File: config.mk
export PLATFORM = sky130hd
export DESIGN_NAME = a500_autoconfig_ctrl
export DESIGN_NICKNAME = d
export VERILOG_FILES = /design/src/rtl/a500_autoconfig_ctrl.sv
export SDC_FILE = /design/constraint.sdc
export NUM_CORES = 1
export LEC_CHECK = 0
export CORE_MARGIN = 1.5
export CORE_UTILIZATION = 28
export CTS_CLUSTER_SIZE = 30
export DETAILED_ROUTE_END_ITERATION = 16
export PLACE_DENSITY = 0.53
export SYNTH_ARGS = -nofsm -noshare
export SYNTH_HDL_FRONTEND = slang
export SYNTH_SLANG_ARGS = --single-unit
File: constraint.sdc
create_clock -name cpu_clk -period 3.28 [get_ports cpu_clk]
set_input_delay 0.656 -clock cpu_clk [delete_from_list [all_inputs] [get_ports cpu_clk]]
set_output_delay 0.656 -clock cpu_clk [all_outputs]
set_load 0.02 [all_outputs]
File: src/rtl/a500_autoconfig_ctrl.sv
// rtl/a500_autoconfig_ctrl.sv - Zorro II AUTOCONFIG responder for the A500 8MB FastRAM board.
// Optional CFGOUT_EN adds registered /CFGOUT (cfg_out_n) for daisy-chaining.
module a500_autoconfig_ctrl #(
  parameter logic [2:0]  ER_SIZE    = 3'b000,
  parameter logic [7:0]  PRODUCT_ID = 8'h10,
  parameter logic [15:0] MANUF_ID   = 16'h07DB
) (
  input  logic       cpu_clk,
  input  logic       cpu_reset,
  input  logic       cpu_as,
  input  logic       cpu_uds,
  input  logic       cpu_lds,
  input  logic       cpu_rw,
  input  logic [7:0] cpu_addr_hi,
  input  logic [5:0] cpu_addr_lo,
  input  logic [3:0] cpu_d_in,
  output logic [3:0] cpu_d_out,
  output logic       cpu_d_oe,
  output logic [7:0] base_addr,
  output logic       mem_enable,
  output logic       autoconf_busy
`ifdef CFGOUT_EN
  ,
  output logic       cfg_out_n
`endif
);

  typedef enum logic [1:0] {UNCONF, CONFIG, SHUTUP} state_t;

  state_t      state_q, state_d;
  logic [7:0]  base_q, base_d;
  logic [3:0]  lo_pend_q, lo_pend_d;
  logic [3:0]  d_out_q, d_out_d;
  logic        rd_act_q, rd_act_d;
  logic        as_z_q;

  logic        start;
  logic        hit;
  logic        lds_only;
  logic        wr_lane;
  logic [3:0]  rom_nibble;
  logic [7:0]  product_n;
  logic [15:0] manuf_n;

  assign product_n = ~PRODUCT_ID;
  assign manuf_n   = ~MANUF_ID;

  // Register nibbles live on D15..D12, so an LDS-only (odd byte) strobe never carries them.
  assign lds_only = cpu_uds & ~cpu_lds;
  assign wr_lane  = ~cpu_uds & ~lds_only;

  assign start = ~cpu_as & as_z_q;
  assign hit   = (cpu_addr_hi == 8'hE8) && (state_q == UNCONF);

  always_comb begin
    rom_nibble = 4'hF;
    case (cpu_addr_lo)
      6'h00:        rom_nibble = 4'hE;
      6'h01:        rom_nibble = {1'b0, ER_SIZE};
      6'h02:        rom_nibble = product_n[7:4];
      6'h03:        rom_nibble = product_n[3:0];
      6'h08:        rom_nibble = manuf_n[15:12];
      6'h09:        rom_nibble = manuf_n[11:8];
      6'h0A:        rom_nibble = manuf_n[7:4];
      6'h0B:        rom_nibble = manuf_n[3:0];
      6'h20, 6'h21: rom_nibble = 4'h0;
      default:      rom_nibble = 4'hF;
    endcase
  end

  always_comb begin
    state_d   = state_q;
    base_d    = base_q;
    lo_pend_d = lo_pend_q;
    rd_act_d  = rd_act_q;
    d_out_d   = d_out_q;

    if (start && hit && cpu_rw) begin
      rd_act_d = 1'b1;
      d_out_d  = rom_nibble;
    end else if (cpu_as) begin
      rd_act_d = 1'b0;
      d_out_d  = 4'hF;
    end

    if (start && hit && !cpu_rw && wr_lane) begin
      case (cpu_addr_lo)
        6'h25: lo_pend_d = cpu_d_in;
        6'h24: begin
          base_d  = {cpu_d_in, lo_pend_q};
          state_d = CONFIG;
        end
        6'h26: state_d = SHUTUP;
        default: ;
      endcase
    end
  end

  always_ff @(posedge cpu_clk or posedge cpu_reset) begin
    if (cpu_reset) begin
      state_q   <= UNCONF;
      base_q    <= 8'h00;
      lo_pend_q <= 4'h0;
      d_out_q   <= 4'hF;
      rd_act_q  <= 1'b0;
      as_z_q    <= 1'b1;
    end else begin
      state_q   <= state_d;
      base_q    <= base_d;
      lo_pend_q <= lo_pend_d;
      d_out_q   <= d_out_d;
      rd_act_q  <= rd_act_d;
      as_z_q    <= cpu_as;
    end
  end

  // Drive is released combinationally the moment /AS rises, not on the next edge.
  assign cpu_d_oe      = rd_act_q & ~cpu_as;
  assign cpu_d_out     = d_out_q;
  assign base_addr     = base_q;
  assign mem_enable    = (state_q == CONFIG);
  assign autoconf_busy = (state_q == UNCONF);

`ifdef CFGOUT_EN
  logic cfg_out_n_q;

  always_ff @(posedge cpu_clk or posedge cpu_reset) begin
    if (cpu_reset) begin
      cfg_out_n_q <= 1'b1;
    end else begin
      cfg_out_n_q <= (state_q == UNCONF);
    end
  end

  assign cfg_out_n = cfg_out_n_q;
`endif

endmodule

==> results.txt <==
* Reg-to-reg endpoint: base_addr[3]$_DFFE_PP0P_
- Class of the tightest hold or removal check: register to register
* Count of standard-cell rows: 20
* Count of unresolved DRC violations after routing: 0
- Counting flops and latches in the post-synthesis netlist gives 20.
- Full die area: ~3700 µm²
- Buffers inserted during post-CTS setup optimization: 0
- Half-perimeter wire length of the detailed placement result: between 1500 and 2000 µm
* Die width: about 61 µm
- In this run the vertical extent of the chip is a little over 60 µm.
* Part of the power in the clock network: 0.284
- Net load switching power: between 80 and 90 µW
- In the routed layout, each cell is associated on average with a via count of 4.59.
* Synth Instances: a little over 70
* Overall power: 413 µW
- Count of maximum capacitance violations: 0
* Clock Pin Slew Worst Setup and Hold Paths: roughly 100 ps
* Antenna Violating Nets Remaining: 0
- Syn nets: 95
- STA puts the critical path data arrival time at 1940 ps.
- Pin count of the biggest net entering global routing: 21
* Most common cell in the netlist: dfrtp_1
- Starting density of the core: 0.302
- Data on the critical path is required at its endpoint by between 2000 and 3000 ps.
- # placed instances: approximately 150
- Combined global-route utilization of all metal layers: 0.110
- Comb pwr share: 0.116
* Total of hold buffers inserted after clock tree synthesis: 0
- Main synth FF type: dfrtp_1
* Clock Sinks: 20
- Along the worst path, the maximum fanout reaches 5.
* Fraction of layout instances using a drive strength above 1: 0.250
* WL final: a little under 2000 µm
- Leakage: roughly 0.6 nW
- For this run, the register share of the synthesized area comes to 0.536.
- Setup slack, reg-to-reg: approximately 1300 ps
- The number of endpoints with negative hold slack in the final report is 0.
- The internal portion of the total power is 324 µW.
* Max-Slew Margin vs Limit: 0.513
- Initial antenna violation count: 0
* Adder-cell area share of the yosys netlist: 0
- Area fraction of the dominant cell type after synthesis: 0.397
- Final #Nets: approximately 140
- The path with the worst hold slack has its endpoint at cpu_d_out[1]$_DFFE_PP1P_.
- The worst setup path is captured at an output port.
- Final weighted congestion in routability-driven placement: roughly 0.7
- In this run, distinct cell masters in the synthesized netlist total 27.
- The core region is between 3000 and 4000 µm².
* Number of gates given a new drive strength after cts: 0
- Counting instances, the worst hold path has a depth of 1.
* WL/cell: approximately 13 µm
* Share of synthesized cell area in and, or, nand and nor gates: 0.201
- CTS built an H-tree with a depth of 1.
- Post-Route Setup TNS: 0 ps
- Layout Area Growth over Synthesis: 47.5%
- IR analysis of the VDD net gives a maximum drop of roughly 0.00015 V.
- Combinational family with the most area after synthesis: simple AND/OR/NAND/NOR gates
* Count of boundary I/O pins: 39
- Measured in cells, the most critical reg-to-reg path has a length of 5.
- After synthesis, the cell types taking the most area are dfrtp_1 40%, mux2_2 14%, dfstp_2 14%.
- Max-slew violation total from the final report: 0
* Diode count: 0
- In the finished design, the share of the clock period the worst path needs comes to 0.790.
* Count of non-filler cells in the finished layout: around 160
- Area share of xor/xnor cells in the synthesized design: 0
- The number of global-route vias before repair is between 700 and 800.
* Clock buffers created by TritonCTS: 3
- Dividing total power by cell area gives a power density of 296 nW/µm².
- Of the total power, the share spent switching nets is 0.216.
* Final Instance Area: 1400 µm²
* Multiplexer area fraction after synthesis: 0.143
- The flow ran to the end, and the final reports show no timing, DRC or antenna violations.
- After synthesis, the mean cell area works out to ~13 µm².
* Library cell used as clock root buffer: clkbuf_4
* Least-Margin Pin Slew: about 730 ps
- Peak clock frequency supported by timing: 0.386 GHz
* Number of enable flip-flop cells after synthesis: 0
- At the end of the flow the core is filled with cells to 0.446.
- Global-route wire length before repair: ~3100 µm
- The total overflow left after global routing is 0.
- On the final layout, the worst clock skew is 6.92 ps.
- STA classifies the critical path startpoint as an input pin.
* Area fraction in compound gates after synthesis: 0.0939
- The final route contains around 700 vias.
- Cell accounting for the most synthesized area: dfrtp_1
* CTS tree: built
* Fraction of registers with async set/reset: 1.00
* Synth Cell Area: ~950 µm²
* Post-place instance area: ~1400 µm²
- Buffers placed on the I/O ports in this run total 37.
* Number of design-rule violations left by the first detailed-router iteration: 17
- Total of warnings raised by yosys: 0
- The worst path in the final design needs a cycle of approximately 2600 ps, including I/O delays and setup.
* Router iterations before antenna repair: 3
* Worst R2R Start: state_q[1]$_DFFE_PP0P_
- RSZ-0062 raised after global routing: no
- Counting along the longest clock path gives a buffer depth of 2.
- Commonest cells in the netlist: 15 x dfrtp_1, 12 x mux2_2, 5 x dfstp_2, 5 x nor2_1
- In this run the most critical hold path is launched from cpu_d_out[1]$_DFFE_PP1P_.
- Setup Viol. Count Final: 0
* Setup CP Type: input pin to output port
- Relative contribution of sequential cells to total power: 0.600
- Clk Latency, worst-skew pair: about 300 ps
==> power groups by stage <==
| stage | Clock, mW | Sequential (mW) | Combinational, mW |
|---|---|---|---|
| after floorplan | 0 | 0.252 | 0.0149 |
| after global placement | 0 | 0.252 | 0.0479 |
| after detailed placement | 0 | 0.252 | 0.0482 |
| after CTS | 0.125 | 0.248 | 0.0485 |
| after global routing | 0.140 | 0.248 | 0.0526 |
| final | 0.117 | 0.248 | 0.0477 |
==> how the worst max path moves through the flow <==
stage	from	end	depth (start not counted)
2_1_floorplan	cpu_addr_lo[4]	base_addr[4]$_DFFE_PP0P_	4
5_1_grt	cpu_as	cpu_d_oe	3
4_1_cts	cpu_as	cpu_d_oe	3
6_report	cpu_as	cpu_d_oe	3
3_5_place_dp	cpu_addr_lo[3]	base_addr[3]$_DFFE_PP0P_	6
3_3_place_gp	cpu_addr_lo[3]	base_addr[7]$_DFFE_PP0P_	6
==> routing by layer <==
layer / share of wire / vias up / wire length (µm) / track usage
li1: - / 354 / - / -
met4: 0.011 / 0 / 21 / 0.0466
met2: 0.42 / 32 / 814 / 0.173
met3: 0.091 / 3 / 177 / 0.0252
met1: 0.48 / 327 / 937 / 0.146
met5: 0 / - / 0 / 0
==> critical path, cell delays in order <==
cell and delay (ps):
clkdlybuf4s50_1 520, nor2_1 150, clkdlybuf4s50_1 610
==> metrics by stage <==
| step | worst slack [ps] | hold WS, ps |
|---|---|---|
| 3_3_place_gp | 469 | 485 |
| 3_5_place_dp | 463 | 494 |
| 4_1_cts | 676 | 513 |
| 5_1_grt | 592 | 529 |
| 6_report | 688 | 508 |
| 2_1_floorplan | 1250 | 475 |
==> layout by cell type, fill, tap and decap left out, drive strengths merged <==
cell type	netlist	routed
nor3	1	1
inv	4	4
o211ai	1	1
dfstp	5	5
nand3	1	1
or2	1	1
and3	2	2
o21a	1	1
mux2	12	12
nand2	1	1
buf	0	1
clkdlybuf4s50	0	37
nand4	1	1
nor4b	2	2
nand2b	1	1
nor2	5	5
and4b	1	1
nand3b	1	1
o41ai	1	1
clkbuf	0	4
and2b	1	1
a2bb2oi	3	3
dfrtp	15	15
a21oi	2	2
nor4	2	2
o21ai	4	4
o22a	1	1
and4bb	1	1
==> cell type report <==
| class | instances | area (µm²) |
|---|---|---|
| Clock buffer | 4 | 26.3 |
| Multi-Input combinational cell | 46 | 414 |
| Sequential cell | 20 | 507 |
| Fill cell | 305 | 1730 |
| Inverter | 4 | 15.0 |
| Timing Repair Buffer | 38 | 378 |
| Tap cell | 44 | 55.1 |
==> registers in the layout, indices dropped and copies added, names as in the netlist <==
signal / cells
as_z_q: 1
state_q: 2
lo_pend_q: 4
rd_act_q: 1
base_addr: 8
cpu_d_out: 4
==> kinds of logic (layout without fill, tap and decap cells) <==
logic type      Yosys count  count (layout)
compound gates           13              13
simple gates             21              21
buf+inv                   5              46
flops                    20              20
mux                      12              12
No activity file was read; power rests on OpenSTA's default activity.
